===== config.mk =====
export PLATFORM = sky130hd
export DESIGN_NAME = id_exe_stage
export DESIGN_NICKNAME = d
export VERILOG_FILES = /design/src/rtl/id_exe_stage.sv
export SDC_FILE = /design/constraint.sdc
export NUM_CORES = 1
export LEC_CHECK = 0
export CORE_MARGIN = 5
export CORE_UTILIZATION = 40
export DETAILED_ROUTE_END_ITERATION = 8
export PLACE_DENSITY = 0.81
export SYNTH_ARGS = -nofsm -noshare
export SYNTH_HDL_FRONTEND = slang
export SYNTH_SLANG_ARGS = --single-unit

===== constraint.sdc =====
create_clock -name clk -period 3.3 [get_ports clk]
set_clock_uncertainty 0.1 [all_clocks]
set_input_delay 0.66 -clock clk [delete_from_list [all_inputs] [get_ports clk]]
set_output_delay 0.66 -clock clk [all_outputs]
set_load 0.005 [all_outputs]

===== src/rtl/id_exe_stage.sv =====
`default_nettype none
// +-----------------------------------------------------------------------+
// | id_exe_stage: ID/EXE pipeline register with operand forwarding and   |
// | load-use stall detection.                        Revision: 1.0        |
// +-----------------------------------------------------------------------+
module id_exe_stage (
  input  logic        clk,
  input  logic        rst,
  input  logic        id_valid,
  input  logic [31:0] id_qa,
  input  logic [31:0] id_qb,
  input  logic [4:0]  id_rs,
  input  logic [4:0]  id_rt,
  input  logic [4:0]  id_rn,
  input  logic [31:0] id_imm,
  input  logic [3:0]  id_aluc,
  input  logic [6:0]  id_ctl,
  input  logic        flush,
  input  logic        hold,
  input  logic [31:0] exe_alu,
  input  logic [4:0]  mem_rn,
  input  logic        mem_wreg,
  input  logic        mem_m2reg,
  input  logic [31:0] mem_alu,
  input  logic [31:0] mem_mo,
  output logic        stall,
  output logic [31:0] e_a,
  output logic [31:0] e_b,
  output logic [3:0]  e_aluc,
  output logic [31:0] e_st,
  output logic [4:0]  e_rn,
  output logic [2:0]  e_ctl,
  output logic        e_valid
);

  localparam int C_USE_RT = 6;
  localparam int C_USE_RS = 5;
  localparam int C_SHIFT  = 4;
  localparam int C_ALUIMM = 3;

  logic [31:0] r_a, r_b, r_st;
  logic [3:0]  r_aluc;
  logic [4:0]  r_rn;
  logic [2:0]  r_ctl;
  logic        r_valid;

  logic        w_e_fwd_ok, w_m_fwd_ok;
  logic [31:0] w_mem_val, w_fa, w_fb, w_next_a, w_next_b;

  // EXE results from a load are not ready yet, so only non-load EXE writers forward.
  assign w_e_fwd_ok = r_ctl[0] & ~r_ctl[1] & (r_rn != 5'd0);
  assign w_m_fwd_ok = mem_wreg & (mem_rn != 5'd0);
  assign w_mem_val  = mem_m2reg ? mem_mo : mem_alu;

  always_comb begin
    w_fa = id_qa;
    if (w_e_fwd_ok && (r_rn == id_rs))
      w_fa = exe_alu;
    else if (w_m_fwd_ok && (mem_rn == id_rs))
      w_fa = w_mem_val;

    w_fb = id_qb;
    if (w_e_fwd_ok && (r_rn == id_rt))
      w_fb = exe_alu;
    else if (w_m_fwd_ok && (mem_rn == id_rt))
      w_fb = w_mem_val;
  end

  assign w_next_a = id_ctl[C_SHIFT]  ? {27'b0, id_imm[10:6]} : w_fa;
  assign w_next_b = id_ctl[C_ALUIMM] ? id_imm : w_fb;

  assign stall = r_valid & r_ctl[0] & r_ctl[1] & (r_rn != 5'd0) &
                 ((id_ctl[C_USE_RS] & (r_rn == id_rs)) |
                  (id_ctl[C_USE_RT] & (r_rn == id_rt))) &
                 id_valid & ~hold;

  always_ff @(posedge clk) begin
    if (rst || flush || (stall && !hold)) begin
      r_a     <= 32'd0;
      r_b     <= 32'd0;
      r_st    <= 32'd0;
      r_aluc  <= 4'd0;
      r_rn    <= 5'd0;
      r_ctl   <= 3'd0;
      r_valid <= 1'b0;
    end else if (!hold) begin
      r_a     <= w_next_a;
      r_b     <= w_next_b;
      r_st    <= w_fb;
      r_aluc  <= id_aluc;
      r_rn    <= id_rn;
      r_ctl   <= id_valid ? id_ctl[2:0] : 3'd0;
      r_valid <= id_valid;
    end
  end

  assign e_a     = r_a;
  assign e_b     = r_b;
  assign e_st    = r_st;
  assign e_aluc  = r_aluc;
  assign e_rn    = r_rn;
  assign e_ctl   = r_ctl;
  assign e_valid = r_valid;

endmodule
`default_nettype wire


### After elaboration in Yosys (flattened, before gate mapping)

Index checks and enable logic that the tools add are counted.

| word-level totals | value |
|---|---|
| flip-flop bits (word level) | 109 |
| output and inout bits | 110 |
| word-level logic and storage cells | 43 |

| cells by class | value |
|---|---|
| equality and inequality tests | 4 |
| muxes and demuxes | 8 |
| bitwise operators | 14 |
| reductions and logical operators | 10 |

Operators with widths:

| operator | number |
|---|---|
| 32-bit two-way mux | 7 |
| 5-bit == test | 4 |
| 1-bit AND | 11 |
| 5-bit nonzero test | 2 |
| 1-bit logical AND | 5 |
| 3-bit two-way mux | 1 |
| 1-bit logical OR | 2 |
| 1-bit inverter | 2 |
| 1-bit zero test | 1 |
| 1-bit bitwise OR | 1 |

### Logic depth before layout (Yosys ltp)

Gate-level depths: netlist of run 1.

| depth | value |
|---|---|
| word-level depth | 8 |
| gate-level depth with buffers | 9 |

### Worst setup path after synthesis of run 1

OpenSTA, ideal clock, no wires.

| path | value |
|---|---|
| path type | input to register |
| from | input id_rt[1] |
| to | register r_a[30], in the netlist e_a[30] |
| setup time | 124 ps |
| arrival | 2337 ps |
| data required time | 3076 ps |
| setup slack | 739 ps |
| stages on the path | 9 |
| buffers on the path | 3 |
| path through | xor2_1 -> nor3_1 -> nand3_1 -> a211oi_1 -> or3_1 -> buf_2 -> buf_4 -> buf_4 -> nor2_1 |

| between the ends | value |
|---|---|
| word-level cells in the longest chain between the ends | 8 |

Ends and longest elaborated chain:

| element | line | text |
|---|---|---|
| start: declaration | 13 | `input logic [4:0] id_rt,` |
| 5-bit == test | 74 | `(id_ctl[C_USE_RT] & (r_rn == id_rt))) &` |
| 1-bit AND | 74 |  |
| 1-bit bitwise OR | 73 | `((id_ctl[C_USE_RS] & (r_rn == id_rs)) \|` |
| 1-bit AND | 72 | `assign stall = r_valid & r_ctl[0] & r_ctl[1] & (r_rn != 5'd0) &` |
| 1-bit AND | 74 |  |
| 1-bit AND | 75 | `id_valid & ~hold;` |
| net stall | 26 | `output logic stall,` |
| 1-bit logical AND | 78 | `if (rst \|\| flush \|\| (stall && !hold)) begin` |
| 1-bit logical OR | 78 |  |
| end signal: assignment | 87 | `r_a <= w_next_a;` |
| end: declaration | 41 | `logic [31:0] r_a, r_b, r_st;` |

The timed path passes the listed nets, and every way through them passes these cells.
A chain may end at the register's enable or synchronous reset.

### Final worst setup path of run 1

| path | value |
|---|---|
| from | input id_rs[3] |
| to | output stall |

| between the ends | value |
|---|---|
| word-level cells in the longest chain between the ends | 6 |

Ends and longest elaborated chain:

| element | line | text |
|---|---|---|
| start: declaration | 12 | `input logic [4:0] id_rs,` |
| 5-bit == test | 73 |  |
| 1-bit AND | 73 |  |
| 1-bit bitwise OR | 73 |  |
| 1-bit AND | 72 |  |
| 1-bit AND | 74 |  |
| 1-bit AND | 75 |  |
| end: declaration | 26 |  |

Every way passes these cells.

==> results of run 1 <==
[power groups by stage]
stage / registers [mW] / logic, mW / clock network (mW)
floorplan: 1.41 / 0.340 / 0
global placement: 1.41 / 0.852 / 0
detailed placement: 1.41 / 0.862 / 0
CTS: 1.38 / 0.866 / 1.15
global route: 1.39 / 0.930 / 1.19
finish: 1.38 / 0.875 / 1.13
[stage by stage]
step	util	setup slack [ns]	hold WS (ns)	total power, mW
2_1_floorplan	-	0.739	0.348	1.75
3_3_place_gp	0.640	-0.296	0.347	2.26
3_5_place_dp	0.640	-0.353	0.352	2.27
4_1_cts	0.660	0.0784	0.364	3.39
5_1_grt	0.661	0.0272	0.377	3.51
6_report	0.661	0.138	0.362	3.38
[registers in the layout, indices dropped and copies added, names as in the netlist]
name / count
e_st: 32
e_a: 32
e_rn: 5
e_aluc: 4
e_valid: 1
e_b: 32
e_ctl: 3
[layout make-up]
type,instances,area [sq um],share of cell area
Sequential cell,109,2180,0.208
Inverter,8,30.0,0.00286
Timing Repair Buffer,379,3770,0.359
Multi-Input combinational cell,568,3950,0.376
Clock buffer,9,225,0.0214
Tap cell,216,270,0.0257
Clock inverter,7,77.6,0.00739
[synth_stat cells, types with 3 or more instances]
library cell | number | area [sq um]
buf_1 | 4 | 15.0
a22oi_1 | 26 | 195
buf_2 | 21 | 105
nand2_1 | 128 | 480
or4_1 | 3 | 22.5
a211oi_1 | 3 | 22.5
nand4_1 | 34 | 213
o211ai_1 | 24 | 180
xnor2_1 | 9 | 78.8
xor2_1 | 7 | 61.3
clkbuf_1 | 51 | 191
nor4_1 | 7 | 43.8
dfxtp_1 | 109 | 2180
a222oi_1 | 4 | 40.0
o21ai_1 | 3 | 15.0
buf_6 | 4 | 45.0
and3_1 | 3 | 18.8
nor2_1 | 23 | 86.3
and4_1 | 26 | 228
o22ai_1 | 27 | 169
nand2b_1 | 3 | 18.8
a31oi_1 | 32 | 200
o21ai_0 | 7 | 35.0
a21oi_1 | 67 | 335
nand3_1 | 4 | 20.0
nor2b_1 | 4 | 25.0
mux2_2 | 9 | 101
o31ai_2 | 19 | 238
mux2i_1 | 63 | 631
inv_1 | 7 | 26.3
o31ai_4 | 11 | 234
[worst max-delay path: stages]
cell	delay, ns
clkdlybuf4s50_1	0.42
nor2b_1	0.16
a2111oi_4	0.38
nand4_1	0.16
a211oi_2	0.24
buf_4	0.14
dlygate4sd2_1	0.23
[kinds of logic after synthesis]
| kind of cell | share of synthesized area |
|---|---|
| xor+xnor | 0.0217 |
| flops | 0.337 |
| buf+inv | 0.0644 |
| simple gates | 0.188 |
| mux | 0.117 |
| compound gates | 0.272 |
[layer usage]
metal	vias up	track usage	routed length, um
li1	3504	-	-
met1	3451	0.360	10900
met2	429	0.466	13400
met3	65	0.0782	2840
met4	0	0.113	944
met5	-	0	0
[worst max path at each step]
stage / end / slack (ns) / cells after the start
floorplan: e_a[30] / 0.74 / 9
global placement: stall / -0.30 / 7
detailed placement: stall / -0.35 / 7
CTS: stall / 0.08 / 7
global route: stall / 0.03 / 7
finish: stall / 0.14 / 7
[what timing repair did]
action,4_1_cts,5_1_grt
pin swaps,3,0
hold buffers,0,0
endpoints found under the hold margin,0,0
gates cloned,0,1
gates resized for setup,4,1
endpoints found under the setup margin,1,10
==> impl_results.md, run 1 <==
* Crit Path Max Fanout at 3
* Yosys cell types at between 40 and 50
* Hold depth at 2
* Final Hold Violating Endpoints at 0
* Peak supply drop at about 0.00036 V
* Core Rows at 46
* P_leak at 3.73 nW
* Asr flop ratio synth at 0
* # placed instances at 1279
* Comb power frac at 0.259
* Final setup vio count at 0
* Diode count at 0
* Final instance area at about 0.011 sq mm
* Vias in the first global route at 7238
* Crit path capture type: output port
* Most common cell after layout, fill and taps aside: clkdlybuf4s50_1
* Worst Tran Pin Value at 1.09 ns
* Slew headroom at 0.270
* Fin. max-slew vios at 0
* Final net count at 1305
* Die area at 0.0188 sq mm
* Drt wl/cell at 21.7 um
* Seq/Total Area, Yosys at 0.337
* FF-to-FF Start: e_rn[0]
* Global-route wire length before repair at 41.4 mm
* CTS root buf: clkbuf_16
* Setup_tns at 0 ns
* Seq cells post-synth at ~110
* Data required, critical path at between 2 and 3 ns
* Ys flop type: dfxtp_1
* Startpoint types: input pin
* # IOs at 340
* Routed WL at 28.1 mm
* Setup Buffers After CTS at 0
* FILL cells at ~1.4k
* Seq pwr share at 0.408
* Clock sinks at 109
* Synthesized area per cell at 8.44 sq um
* Core area at between 0.015 and 0.02 sq mm
* CTS clk-pin slew, worst paths at 0.08 ns
* Unrepaired setup endpoints after global routing: false
* Router iterations before antenna repair at 6
* CTS tree: done
* FMAX at 0.316 GHz
* Most frequent cells in the layout: clkdlybuf4s50_1 (335), nand2_1 (128), dfxtp_1 (109), a21oi_1 (67), mux2i_1 (63)
* Status: finished, final reports clean
* Worst EP arrival at 2.40 ns
* Final non-filler cell total at between 1k and 1.5k
* Later-pin clock latency in the skew report at between 0.3 and 0.4 ns
* Worst reg2reg endpoint: e_b[27]
* # DRC at 0
* Area grow syn2layout at 62.3%
* Starting Density at 0.407
* Cell area after synthesis at 0.00647 sq mm
* Tot GR Track Use at 0.286
* Gpl congestion at 0.942
* Syn_nets at around 1000
* Switching Share at 0.296
* Critical path startpoint: id_rs[3]
* Initial antenna violation count at 0
* DR vias at between 7k and 8k
* CTS H-tree depth at 3
* Critical hold path startpoint: e_st[21]
* WHS Endpoint: e_st[21]
* Clock power frac at 0.333
* Pwr per Cell Area at 322 mW/mm^2
* Cells after Synth at ~770
* Iteration-0 DRC Markers at 654
* Die Width at 137 um
* Final worst path period need at around 3.2 ns
* Vias/cell at 5.75
* MaxCap Viol Count at 0
* Sw power at 1.00 mW
* Post-route ant nets at 0
* CTS Buf Count at 9
* Number of synthesized flops with an enable pin at 0
* Detailed Place HPWL at 21.6 mm
* Pint at between 2 and 2.5 mW
* Ys Warns at 0
* WS Path Type: in2out
* Pin count of the biggest net entering global routing at between 80 and 90
* Worst r2r path cells at 9
* Hold WC Path Type: reg2reg
* Gr ovfl total at 0
* Clock Tree Buf Depth at 2
* Dpl cell area at between 0.01 and 0.015 sq mm
* Layout cell share with drive strength beyond 1 at 0.104
* Port bufs at 339
* Tcrit/Tclk final at 0.958
* Die height at around 140 um
* Reg2reg setup slack at roughly 0.32 ns
(Power assumes the default switching activity.)
==> inputs of run 2 (changes only) <==
--- a/config.mk
+++ b/config.mk
@@ -7,7 +7,7 @@
 export LEC_CHECK = 0
 export CORE_MARGIN = 5
-export CORE_UTILIZATION = 40
+export CORE_UTILIZATION = 43
 export DETAILED_ROUTE_END_ITERATION = 8
-export PLACE_DENSITY = 0.81
+export PLACE_DENSITY = 0.87
 export SYNTH_ARGS = -nofsm -noshare
 export SYNTH_HDL_FRONTEND = slang
==> constraint.sdc (replaced) <==
create_clock -name clk -period 3.85 [get_ports clk]
set_clock_uncertainty 0.1 [all_clocks]
set_input_delay 0.77 -clock clk [delete_from_list [all_inputs] [get_ports clk]]
set_output_delay 0.77 -clock clk [all_outputs]
set_load 0.02 [all_outputs]
==> run 2 against run 1 <==
- sequential share of layout area increased by 0.43 points
- clock-buffer cell count increased by 2
- global-route usage increased by 1.6 points
- combinational power decreased by 12%
- hold slack improved by 0.0013 ns
- clock power decreased by 13%
- via count decreased by 0.11%
- register-to-register slack improved by 0.47 ns
- worst setup slack improved by 0.29 ns
- non-clock buffer count decreased by 15
- sequential power decreased by 14%
- critical path type unchanged
- largest power group unchanged
==> impl_results.md, run 2 (same netlist as run 1, synthesis figures left out) <==
* Status: finished, final reports clean
* Comb power frac at 0.263
* Vias/cell at slightly below 6
* Routed WL at 28.2 mm
* Crit path capture type: output port
* Tcrit/Tclk final at 0.888
* WHS Endpoint: e_st[28]
* DP Worst Slack at -0.0319 ns
* DR vias at 7441
* Data required, critical path at 2.98 ns
* Global-route wire length before repair at 42.1 mm
* Pint at 2.10 mW
* Gpl congestion at 0.912
* Tot GR Track Use at 0.302
* Final net count at 1289
* Final non-filler cell total at 1248
* CTS Buf Count at 9
* Post-route setup slack at 0.431 ns
* Fin. max-slew vios at 0
* Drt wl/cell at 22.6 um
* CTS H-tree depth at 3
* Area grow syn2layout at 59.0%
* Layout cell share with drive strength beyond 1 at 0.0874
* Router iterations before antenna repair at 6
* Critical Path Max Stage Delay at 0.51 ns
* Setup Buffers After CTS at 0
* Seq pwr share at 0.402
* Starting Density at 0.442
* Worst reg2reg endpoint: e_a[31]
* Gr ovfl total at 0
* Detailed Place HPWL at ~21 mm
* FILL cells at roughly 1.2k
* Clock sinks at 109
* # placed instances at 1232
* Slew headroom at 0.316
* Iteration-0 DRC Markers at 872
* Core area at 0.0146 sq mm
* Vias in the first global route at 7223
* Die area at 0.0176 sq mm
* CTS root buf: clkbuf_16
* Worst Tran Pin Value at 1.03 ns
* Crit Path Max Fanout at 2
* Clock power frac at 0.335
* P_leak at 3.66 nW
* Final Hold Violating Endpoints at 0
* Worst r2r path cells at 7
* Hold slack at 0.363 ns
* MaxCap Viol Count at 0
* Pin count of the biggest net entering global routing at 62
* Setup_tns at 0 ns
* Most frequent cells in the layout: clkdlybuf4s50_1 (335), nand2_1 (128), dfxtp_1 (109), a21oi_1 (67), mux2i_1 (63)
* Reg2reg setup slack at between 0.7 and 0.8 ns
* # IOs at 340
* Most common cell after layout, fill and taps aside: clkdlybuf4s50_1
* Critical hold path startpoint: e_st[28]
* Diode count at 0
* Hold buffer count at CTS at 0
* Peak supply drop at 0.000199 V
* CTS tree: done
* Later-pin clock latency in the skew report at 0.35 ns
* Startpoint types: input pin
* # DRC at 0
* Unrepaired setup endpoints after global routing: false
* Final worst path period need at 3.42 ns
* Switching Share at 0.289
* Port bufs at between 300 and 400
* FF-to-FF Start: e_rn[1]
* Final setup vio count at 0
* Clock Tree Buf Depth at 2
* Hold depth at 2
* Initial antenna violation count at 0
* Post-route ant nets at 0
* WS Path Type: in2out
* Die Width at about 130 um
* Core Rows at 44
* Die height at 133 um
* FMAX at 0.292 GHz
* CP cell instances: clkdlybuf4s50_1 -> nor2b_1 -> a2111oi_1 -> nand4_1 -> a211oi_1 -> dlymetal6s2s_1
* Hold WC Path Type: reg2reg
* CTS clk-pin slew, worst paths at 0.07 ns
* Critical path's slowest cell: a2111oi_1
* Pwr per Cell Area at 286 mW/mm^2
* Worst EP arrival at between 2 and 3 ns
* Sw power at 0.851 mW
-- run 2: per-stage QoR --
step | util | total power, mW | instance area (sq um)
after floorplan | - | 1.54 | 6470
final | 0.702 | 2.95 | 10300
after global routing | 0.702 | 3.04 | 10300
after global placement | 0.681 | 1.96 | 9970
after CTS | 0.702 | 2.95 | 10300
after detailed placement | 0.681 | 1.97 | 9970
-- run 2: cell type report --
type	count	area [sq um]	share of cell area
tap	184	230	0.0224
multi-input combinational	567	3920	0.381
inverter	8	30.0	0.00292
sequential	109	2180	0.212
timing repair buffer	364	3620	0.352
clock inverter	5	66.3	0.00645
clock buffer	11	243	0.0236
-- run 2: metal layers --
| layer | global-route usage | share of wire | vias to the layer above |
|---|---|---|---|
| met5 | 0 | 0 | - |
| met2 | 0.504 | 0.47 | 418 |
| met3 | 0.0653 | 0.089 | 58 |
| li1 | - | - | 3464 |
| met1 | 0.390 | 0.41 | 3501 |
| met4 | 0.0993 | 0.030 | 0 |
-- run 2: worst max-delay path by stage --
stage,startpoint,endpoint,slack (ns),depth (start not counted)
final,id_rs[0],stall,0.43,6
after global placement,id_rs[0],stall,0.04,6
after CTS,id_rs[0],stall,0.05,6
after global routing,id_rs[0],stall,0.39,6
after floorplan,id_rt[1],e_a[30],0.81,9
after detailed placement,id_rs[0],stall,-0.03,6
-- run 2: critical path, delay by kind of cell --
family | cells | cell delay [ns]
compound gates | 2 | 0.81
buf+inv | 2 | 0.76
simple gates | 2 | 0.21
-- run 2: repair_timing --
item                       in CTS  in global routing
resized for setup               1                  1
hold endpoints to repair        0                  0
setup endpoints to repair       1                  1
-- run 2: power groups by stage --
stage	logic, mW	registers [mW]	clock network [mW]
global placement	0.753	1.21	0
detailed placement	0.763	1.21	0
finish	0.774	1.18	0.988
global route	0.815	1.19	1.04
CTS	0.767	1.18	0.995
floorplan	0.291	1.25	0
